### src/rtl/usb_pkg.sv
// Shared types and constants for the USB full-speed transmit path.
// Packet codes, PID bytes, CRC16 constants and the packetizer state set.
package usb_pkg;

   typedef enum logic [2:0] {
      PKT_NONE  = 3'd0,
      PKT_DATA0 = 3'd1,
      PKT_DATA1 = 3'd2,
      PKT_ACK   = 3'd3,
      PKT_NAK   = 3'd4,
      PKT_STALL = 3'd5
   } tx_packet_t;

   localparam logic [7:0] PID_OUT   = 8'hE1;
   localparam logic [7:0] PID_IN    = 8'h69;
   localparam logic [7:0] PID_SOF   = 8'hA5;
   localparam logic [7:0] PID_SETUP = 8'h2D;
   localparam logic [7:0] PID_DATA0 = 8'hC3;
   localparam logic [7:0] PID_DATA1 = 8'h4B;
   localparam logic [7:0] PID_ACK   = 8'hD2;
   localparam logic [7:0] PID_NAK   = 8'h5A;
   localparam logic [7:0] PID_STALL = 8'h1E;

   localparam logic [7:0]  SYNC_BYTE       = 8'h80;
   localparam logic [15:0] CRC16_POLY_REFL = 16'hA001;
   localparam logic [15:0] CRC16_INIT      = 16'hFFFF;

   typedef enum logic [2:0] {
      ST_IDLE   = 3'd0,
      ST_SYNC   = 3'd1,
      ST_PID    = 3'd2,
      ST_DATA   = 3'd3,
      ST_CRC_LO = 3'd4,
      ST_CRC_HI = 3'd5,
      ST_EOP    = 3'd6
   } state_t;

   function automatic logic [7:0] pid_byte(input tx_packet_t t);
      logic [7:0] p;
      p = 8'h00;
      case (t)
         PKT_DATA0: p = PID_DATA0;
         PKT_DATA1: p = PID_DATA1;
         PKT_ACK:   p = PID_ACK;
         PKT_NAK:   p = PID_NAK;
         PKT_STALL: p = PID_STALL;
         default:   p = 8'h00;
      endcase
      return p;
   endfunction

   function automatic logic is_data(input tx_packet_t t);
      return (t == PKT_DATA0) || (t == PKT_DATA1);
   endfunction

endpackage

### src/rtl/usb_crc16.sv
// Byte-wide CRC16 (reflected 0xA001) register, eight serial steps per byte.
// clr reloads the initial value and has priority over en.
module usb_crc16
   import usb_pkg::*;
(
   input  logic        clk,
   input  logic        n_rst,
   input  logic        clr,
   input  logic        en,
   input  logic [7:0]  din,
   output logic [15:0] crc
);

   logic [15:0] crc_q;
   logic [15:0] crc_d;
   logic [15:0] nxt;

   always_comb begin
      nxt = crc_q ^ {8'h00, din};
      for (int i = 0; i < 8; i++) begin
         if (nxt[0]) begin
            nxt = (nxt >> 1) ^ CRC16_POLY_REFL;
         end else begin
            nxt = nxt >> 1;
         end
      end
      crc_d = crc_q;
      if (clr) begin
         crc_d = CRC16_INIT;
      end else if (en) begin
         crc_d = nxt;
      end
   end

   always_ff @(posedge clk or negedge n_rst) begin
      if (!n_rst) begin
         crc_q <= CRC16_INIT;
      end else begin
         crc_q <= crc_d;
      end
   end

   assign crc = crc_q;

endmodule

### src/rtl/usb_tx_packetizer.sv
// USB FS transmit packetizer: SYNC, PID, payload, CRC16, EOP request.
// CRC bytes are generated only when USB_TX_CRC16_EN is defined.
module usb_tx_packetizer
   import usb_pkg::*;
#(
   parameter int MAX_PKT_BYTES = 64,
   parameter int OCC_W         = 7
) (
   input  logic             clk,
   input  logic             n_rst,
   input  logic [2:0]       tx_packet,
   input  logic             tx_start,
   input  logic [OCC_W-1:0] buffer_occupancy,
   input  logic [7:0]       tx_data,
   output logic             get_tx_data,
   output logic [7:0]       byte_out,
   output logic             byte_valid,
   input  logic             byte_ready,
   output logic             eop_req,
   input  logic             eop_done,
   output logic             tx_busy,
   output logic             tx_done,
   output logic             tx_error
);

   localparam logic [OCC_W:0] MAX_OCC = (OCC_W+1)'(MAX_PKT_BYTES);

`ifdef USB_TX_CRC16_EN
   localparam state_t AFTER_DATA = ST_CRC_LO;
`else
   localparam state_t AFTER_DATA = ST_EOP;
`endif

   state_t           state_q, state_d;
   tx_packet_t       pkt_q, pkt_d;
   logic [OCC_W-1:0] cnt_q, cnt_d;
   logic             done_q, done_d;
   logic             err_q, err_d;

   logic legal;
   logic data_req;
   logic start_ok;
   logic hs;

`ifdef USB_TX_CRC16_EN
   logic        crc_clr;
   logic        crc_en;
   logic [15:0] crc_w;

   usb_crc16 u_crc (
      .clk   (clk),
      .n_rst (n_rst),
      .clr   (crc_clr),
      .en    (crc_en),
      .din   (tx_data),
      .crc   (crc_w)
   );
`endif

   assign legal    = (tx_packet >= 3'd1) && (tx_packet <= 3'd5);
   assign data_req = (tx_packet == 3'd1) || (tx_packet == 3'd2);
   assign start_ok = legal &&
                     (!data_req || ({1'b0, buffer_occupancy} <= MAX_OCC));

   // Valid depends on state only, so byte_ready never feeds back into it.
   assign byte_valid = (state_q == ST_SYNC)   || (state_q == ST_PID) ||
                       (state_q == ST_DATA)   ||
                       (state_q == ST_CRC_LO) || (state_q == ST_CRC_HI);
   assign hs = byte_valid && byte_ready;

   always_comb begin
      state_d     = state_q;
      pkt_d       = pkt_q;
      cnt_d       = cnt_q;
      done_d      = 1'b0;
      err_d       = 1'b0;
      byte_out    = 8'h00;
      get_tx_data = 1'b0;
      eop_req     = 1'b0;
`ifdef USB_TX_CRC16_EN
      crc_clr     = 1'b0;
      crc_en      = 1'b0;
`endif
      unique case (state_q)
         ST_IDLE: begin
            if (tx_start) begin
               if (start_ok) begin
                  pkt_d   = tx_packet_t'(tx_packet);
                  cnt_d   = data_req ? buffer_occupancy : '0;
                  state_d = ST_SYNC;
`ifdef USB_TX_CRC16_EN
                  crc_clr = 1'b1;
`endif
               end else begin
                  err_d = 1'b1;
               end
            end
         end
         ST_SYNC: begin
            byte_out = SYNC_BYTE;
            if (hs) state_d = ST_PID;
         end
         ST_PID: begin
            byte_out = pid_byte(pkt_q);
            if (hs) begin
               if (!is_data(pkt_q)) begin
                  state_d = ST_EOP;
               end else if (cnt_q == '0) begin
                  state_d = AFTER_DATA;
               end else begin
                  state_d = ST_DATA;
               end
            end
         end
         ST_DATA: begin
            byte_out = tx_data;
            if (hs) begin
               get_tx_data = 1'b1;
               cnt_d       = cnt_q - OCC_W'(1);
`ifdef USB_TX_CRC16_EN
               crc_en      = 1'b1;
`endif
               if (cnt_q == OCC_W'(1)) state_d = AFTER_DATA;
            end
         end
`ifdef USB_TX_CRC16_EN
         ST_CRC_LO: begin
            byte_out = ~crc_w[7:0];
            if (hs) state_d = ST_CRC_HI;
         end
         ST_CRC_HI: begin
            byte_out = ~crc_w[15:8];
            if (hs) state_d = ST_EOP;
         end
`endif
         ST_EOP: begin
            eop_req = 1'b1;
            if (eop_done) begin
               state_d = ST_IDLE;
               done_d  = 1'b1;
            end
         end
         default: begin
            state_d = ST_IDLE;
         end
      endcase
   end

   always_ff @(posedge clk or negedge n_rst) begin
      if (!n_rst) begin
         state_q <= ST_IDLE;
         pkt_q   <= PKT_NONE;
         cnt_q   <= '0;
         done_q  <= 1'b0;
         err_q   <= 1'b0;
      end else begin
         state_q <= state_d;
         pkt_q   <= pkt_d;
         cnt_q   <= cnt_d;
         done_q  <= done_d;
         err_q   <= err_d;
      end
   end

   assign tx_busy  = (state_q != ST_IDLE);
   assign tx_done  = done_q;
   assign tx_error = err_q;

endmodule
### config.mk
export PLATFORM = sky130hd
export DESIGN_NAME = usb_tx_packetizer
export DESIGN_NICKNAME = d
export VERILOG_FILES = /design/src/rtl/usb_pkg.sv /design/src/rtl/usb_crc16.sv /design/src/rtl/usb_tx_packetizer.sv
export SDC_FILE = /design/constraint.sdc
export NUM_CORES = 1
export LEC_CHECK = 0
export ABC_AREA = 0
export CORE_MARGIN = 1.5
export CORE_UTILIZATION = 41
export DETAILED_ROUTE_END_ITERATION = 10
export GPL_TIMING_DRIVEN = 0
export MAX_ROUTING_LAYER = met4
export PLACE_DENSITY = 0.75
export SYNTH_ARGS = -nofsm -noshare
export SYNTH_HDL_FRONTEND = slang
export SYNTH_HIERARCHICAL = 1
export SYNTH_SLANG_ARGS = --single-unit
### constraint.sdc
create_clock -name clk -period 1.9 [get_ports clk]
set_clock_uncertainty 0.15 [all_clocks]
set_input_delay 0.285 -clock clk [delete_from_list [all_inputs] [get_ports clk]]
set_output_delay 0.285 -clock clk [all_outputs]
set_load 0.05 [all_outputs]
==> summary.md <==
| Metric | Value |
|---|---|
| Status | `finished, violations left` |
| Failing checks | `negative setup slack` |
| Final instance area | `about 2000 um^2` |
| Core Box Area | `2540 um^2` |
| Vias per Instance | `5.91` |
| LEAKAGE | `0.886 nW` |
| Sequential Area | `between 300 and 400 um^2` |
| Largest net degree at the start of global routing | `16` |
| Routed Antenna Nets | `0` |
| Pint | `1.58 mW` |
| Worst setup EP type | `primary output` |
| Commonest non-fill, non-tap cell in the layout | `clkdlybuf4s50_1` |
| Root buf cell | `clkbuf_4` |
| Worst r2r dst | `state_q[2]` |
| Nets | `236` |
| Clk_lat worst skew | `roughly 0.30 ns` |
| Worst-path fanout max | `6` |
| Slew @ Worst Pin | `between 0.7 and 0.8 ns` |
| Iteration-0 DRC Markers | `66` |
| Slew Viols, Final | `0` |
| Port bufs | `36` |
| Switch Pwr | `1.65 mW` |
| Yosys cell types | `42` |
| First-pass GRT wire length | `6290 um` |
| Final hold vios | `0` |
| Maximum root-to-sink buffer count | `2` |
| H-Tree Depth | `1` |
| Comb pwr share | `76.1%` |
| Syn Inst Count | `approximately 140` |
| Clock power share | `about 6%` |
| Proportion of netlist area held by the largest area contributor | `32.9%` |
| Total power | `3.22 mW` |
| Multi-input logic area | `between 900 and 1000 um^2` |
| Dpl cell area | `1580 um^2` |
| Final worst-path setup slack | `-0.224 ns` |
| Max-slew headroom | `50.0%` |
| Die X | `55.7 um` |
| Worst Setup EP | `byte_out[0]` |
| Sequential share of the synthesized area | `32.9%` |
| Sw frac | `51.1%` |
| Filler cell count | `approximately 150` |
| Routed WL per cell | `17.7 um` |
| Num CTS Buffers | `3` |
| # diodes | `0` |
| Setup_tns | `-1.23 ns` |
| Post-Synthesis Cell Area | `1140 um^2` |
| Sequential Power Share | `17.8%` |
| R2r setup slk | `-0.03 ns` |
| Gr usage total | `25.5%` |
| Final Setup Violations | `12` |
| Share of layout cells above drive strength 1 | `44.2%` |
| Die H | `55.7 um` |
| # IOs | `37` |
| Initial antenna violation count | `0` |
| Hpwl dp | `around 2300 um` |
| # DRC | `0` |
| Site Rows | `18` |
| Area growth from synthesis to layout | `78.3%` |
| Critical Path RT | `about 1.5 ns` |
| Clk slew on worst S/H paths | `0.09 ns` |
| Clock sinks | `15` |
| Unrepaired setup endpoints after global routing | `true` |
| Worst setup SP type | `register` |
| VDD IR max | `1.27 mV` |
| Initial Utilization | `44.8%` |
| Vias in the first global route | `1333` |
| Most frequent cells in the layout | `clkdlybuf4s50_1, buf_4, buf_6, nand2_1, dfrtp_1` |
| Number of flops mapped to enable cells by yosys | `0` |
| Yosys warnings | `6` |
| Period Utilization, post-route | `112%` |
| Net count after synthesis | `170` |
| FF-to-FF Start | `cnt_q[4]` |
| CTS tree | `built` |
| Worst EP arrival | `about 1.7 ns` |
| Power per cell area | `1590 nW/um^2` |
| Syn_area_per_cell | `7.97 um^2` |
| Die footprint | `3110 um^2` |
| Drt pass-1 iters | `4` |
| RePlAce Congestion | `0.898` |
| DR vias | `approximately 1400` |
| Ranking of synthesized cells by area | `dfrtp_1, nand2_1, a21oi_1` |
| Drt total wl | `4210 um` |
| Top_reg_cell synth | `dfrtp_1` |
| Crit path kind | `register to primary output` |
| Hold WC Path Type | `input pin to register` |
| Maxcap violations | `0` |
| #FFs+latches synth | `15` |
| Final Critical Period | `2.12 ns` |
| Synth async-reset ratio | `100%` |
| Highest Clock Rate | `471 MHz` |
| Critical Path Start | `pkt_q[2]` |
| GRT overflow | `0` |
| Worst R2R Path Depth | `5` |
| Area leader, netlist | `dfrtp_1` |
## area by class of cell
class	count	area share (%)
tap	30	1.85
buffer	5	2.96
multi-input combinational	112	44.6
inverter	10	2.09
timing repair buffer	62	28.5
clock buffer	4	1.29
sequential	15	18.7
## per-stage QoR
stage                     setup WS [ns]  utilization (%)  hold WS [ns]  cells
after global routing             -0.279             79.8         0.199    238
after global placement           -0.739             62.1         0.355    209
final                            -0.224             79.8         0.178    238
after floorplan                  -0.117                -        -0.161    143
after CTS                        -0.162             73.0         0.287    231
after detailed placement         -0.753             62.1         0.363    209
## cells in the mapped netlist, types with 3 or more instances
master	count
clkbuf_1	3
a21oi_1	10
o21ai_1	3
o22ai_1	3
inv_1	10
a31oi_1	3
nor2_1	8
o2bb2ai_1	4
nand2_1	20
dfrtp_1	15
o21ai_0	7
nand3_1	5
ha_1	4
nor4_1	3
nor3_1	8
## kinds of logic (layout without fill, tap and decap cells)
group	count (synthesis)	count (layout)	synth area share (%)
buf+inv	16	81	6.37
mux	2	2	1.76
fa+ha+maj	4	4	4.39
simple gates	60	60	27.0
xor+xnor	3	3	2.31
compound gates	43	43	25.2
flops	15	15	32.9
## worst min path at each step
| stage | endpoint | cells past startpoint | slack [ns] | startpoint |
|---|---|---|---|---|
| 2_1_floorplan | cnt_q[0] | 0 | -0.16 | n_rst |
| 3_3_place_gp | cnt_q[5] | 1 | 0.36 | cnt_q[5] |
| 3_5_place_dp | cnt_q[5] | 1 | 0.36 | cnt_q[5] |
| 4_1_cts | cnt_q[0] | 1 | 0.29 | n_rst |
| 5_1_grt | pkt_q[1] | 3 | 0.20 | tx_packet[1] |
| 6_report | pkt_q[1] | 3 | 0.18 | tx_packet[1] |
## power groups by stage
stage	Combinational (mW)	Clock, mW	Sequential, mW
2_1_floorplan	1.23	0	0.576
3_3_place_gp	1.65	0	0.577
3_5_place_dp	1.68	0	0.582
4_1_cts	2.12	0.196	0.545
5_1_grt	2.60	0.209	0.587
6_report	2.45	0.195	0.574
## layer usage
layer	vias up	wire, um	track usage, %
li1	652	-	-
met1	657	1640	29.5
met2	83	2200	44.6
met3	15	241	3.95
met4	0	131	8.71
met5	-	0	-
## timing repair
item / in CTS / in global routing
gates resized for setup: 108 / 30
pin swaps: 14 / 9
buffers inserted: 19 / 7
endpoints found under the setup margin: 24 / 18
cloned: 1 / 0
hold buffers: 0 / 0
## worst max-delay path, cell delays in order, from the launching register on
cell     delay [ns]
dfrtp_2        0.46
inv_4          0.09
nand2_4        0.07
o21ai_4        0.19
nand3_4        0.15
o31ai_4        0.25
buf_6          0.18
## sequential cells by signal (all words and copies together), names as in the netlist
signal	cells
tx_error	1
cnt_q	7
pkt_q	3
state_q	3
tx_done	1
Power figures use the tool's default switching activity.
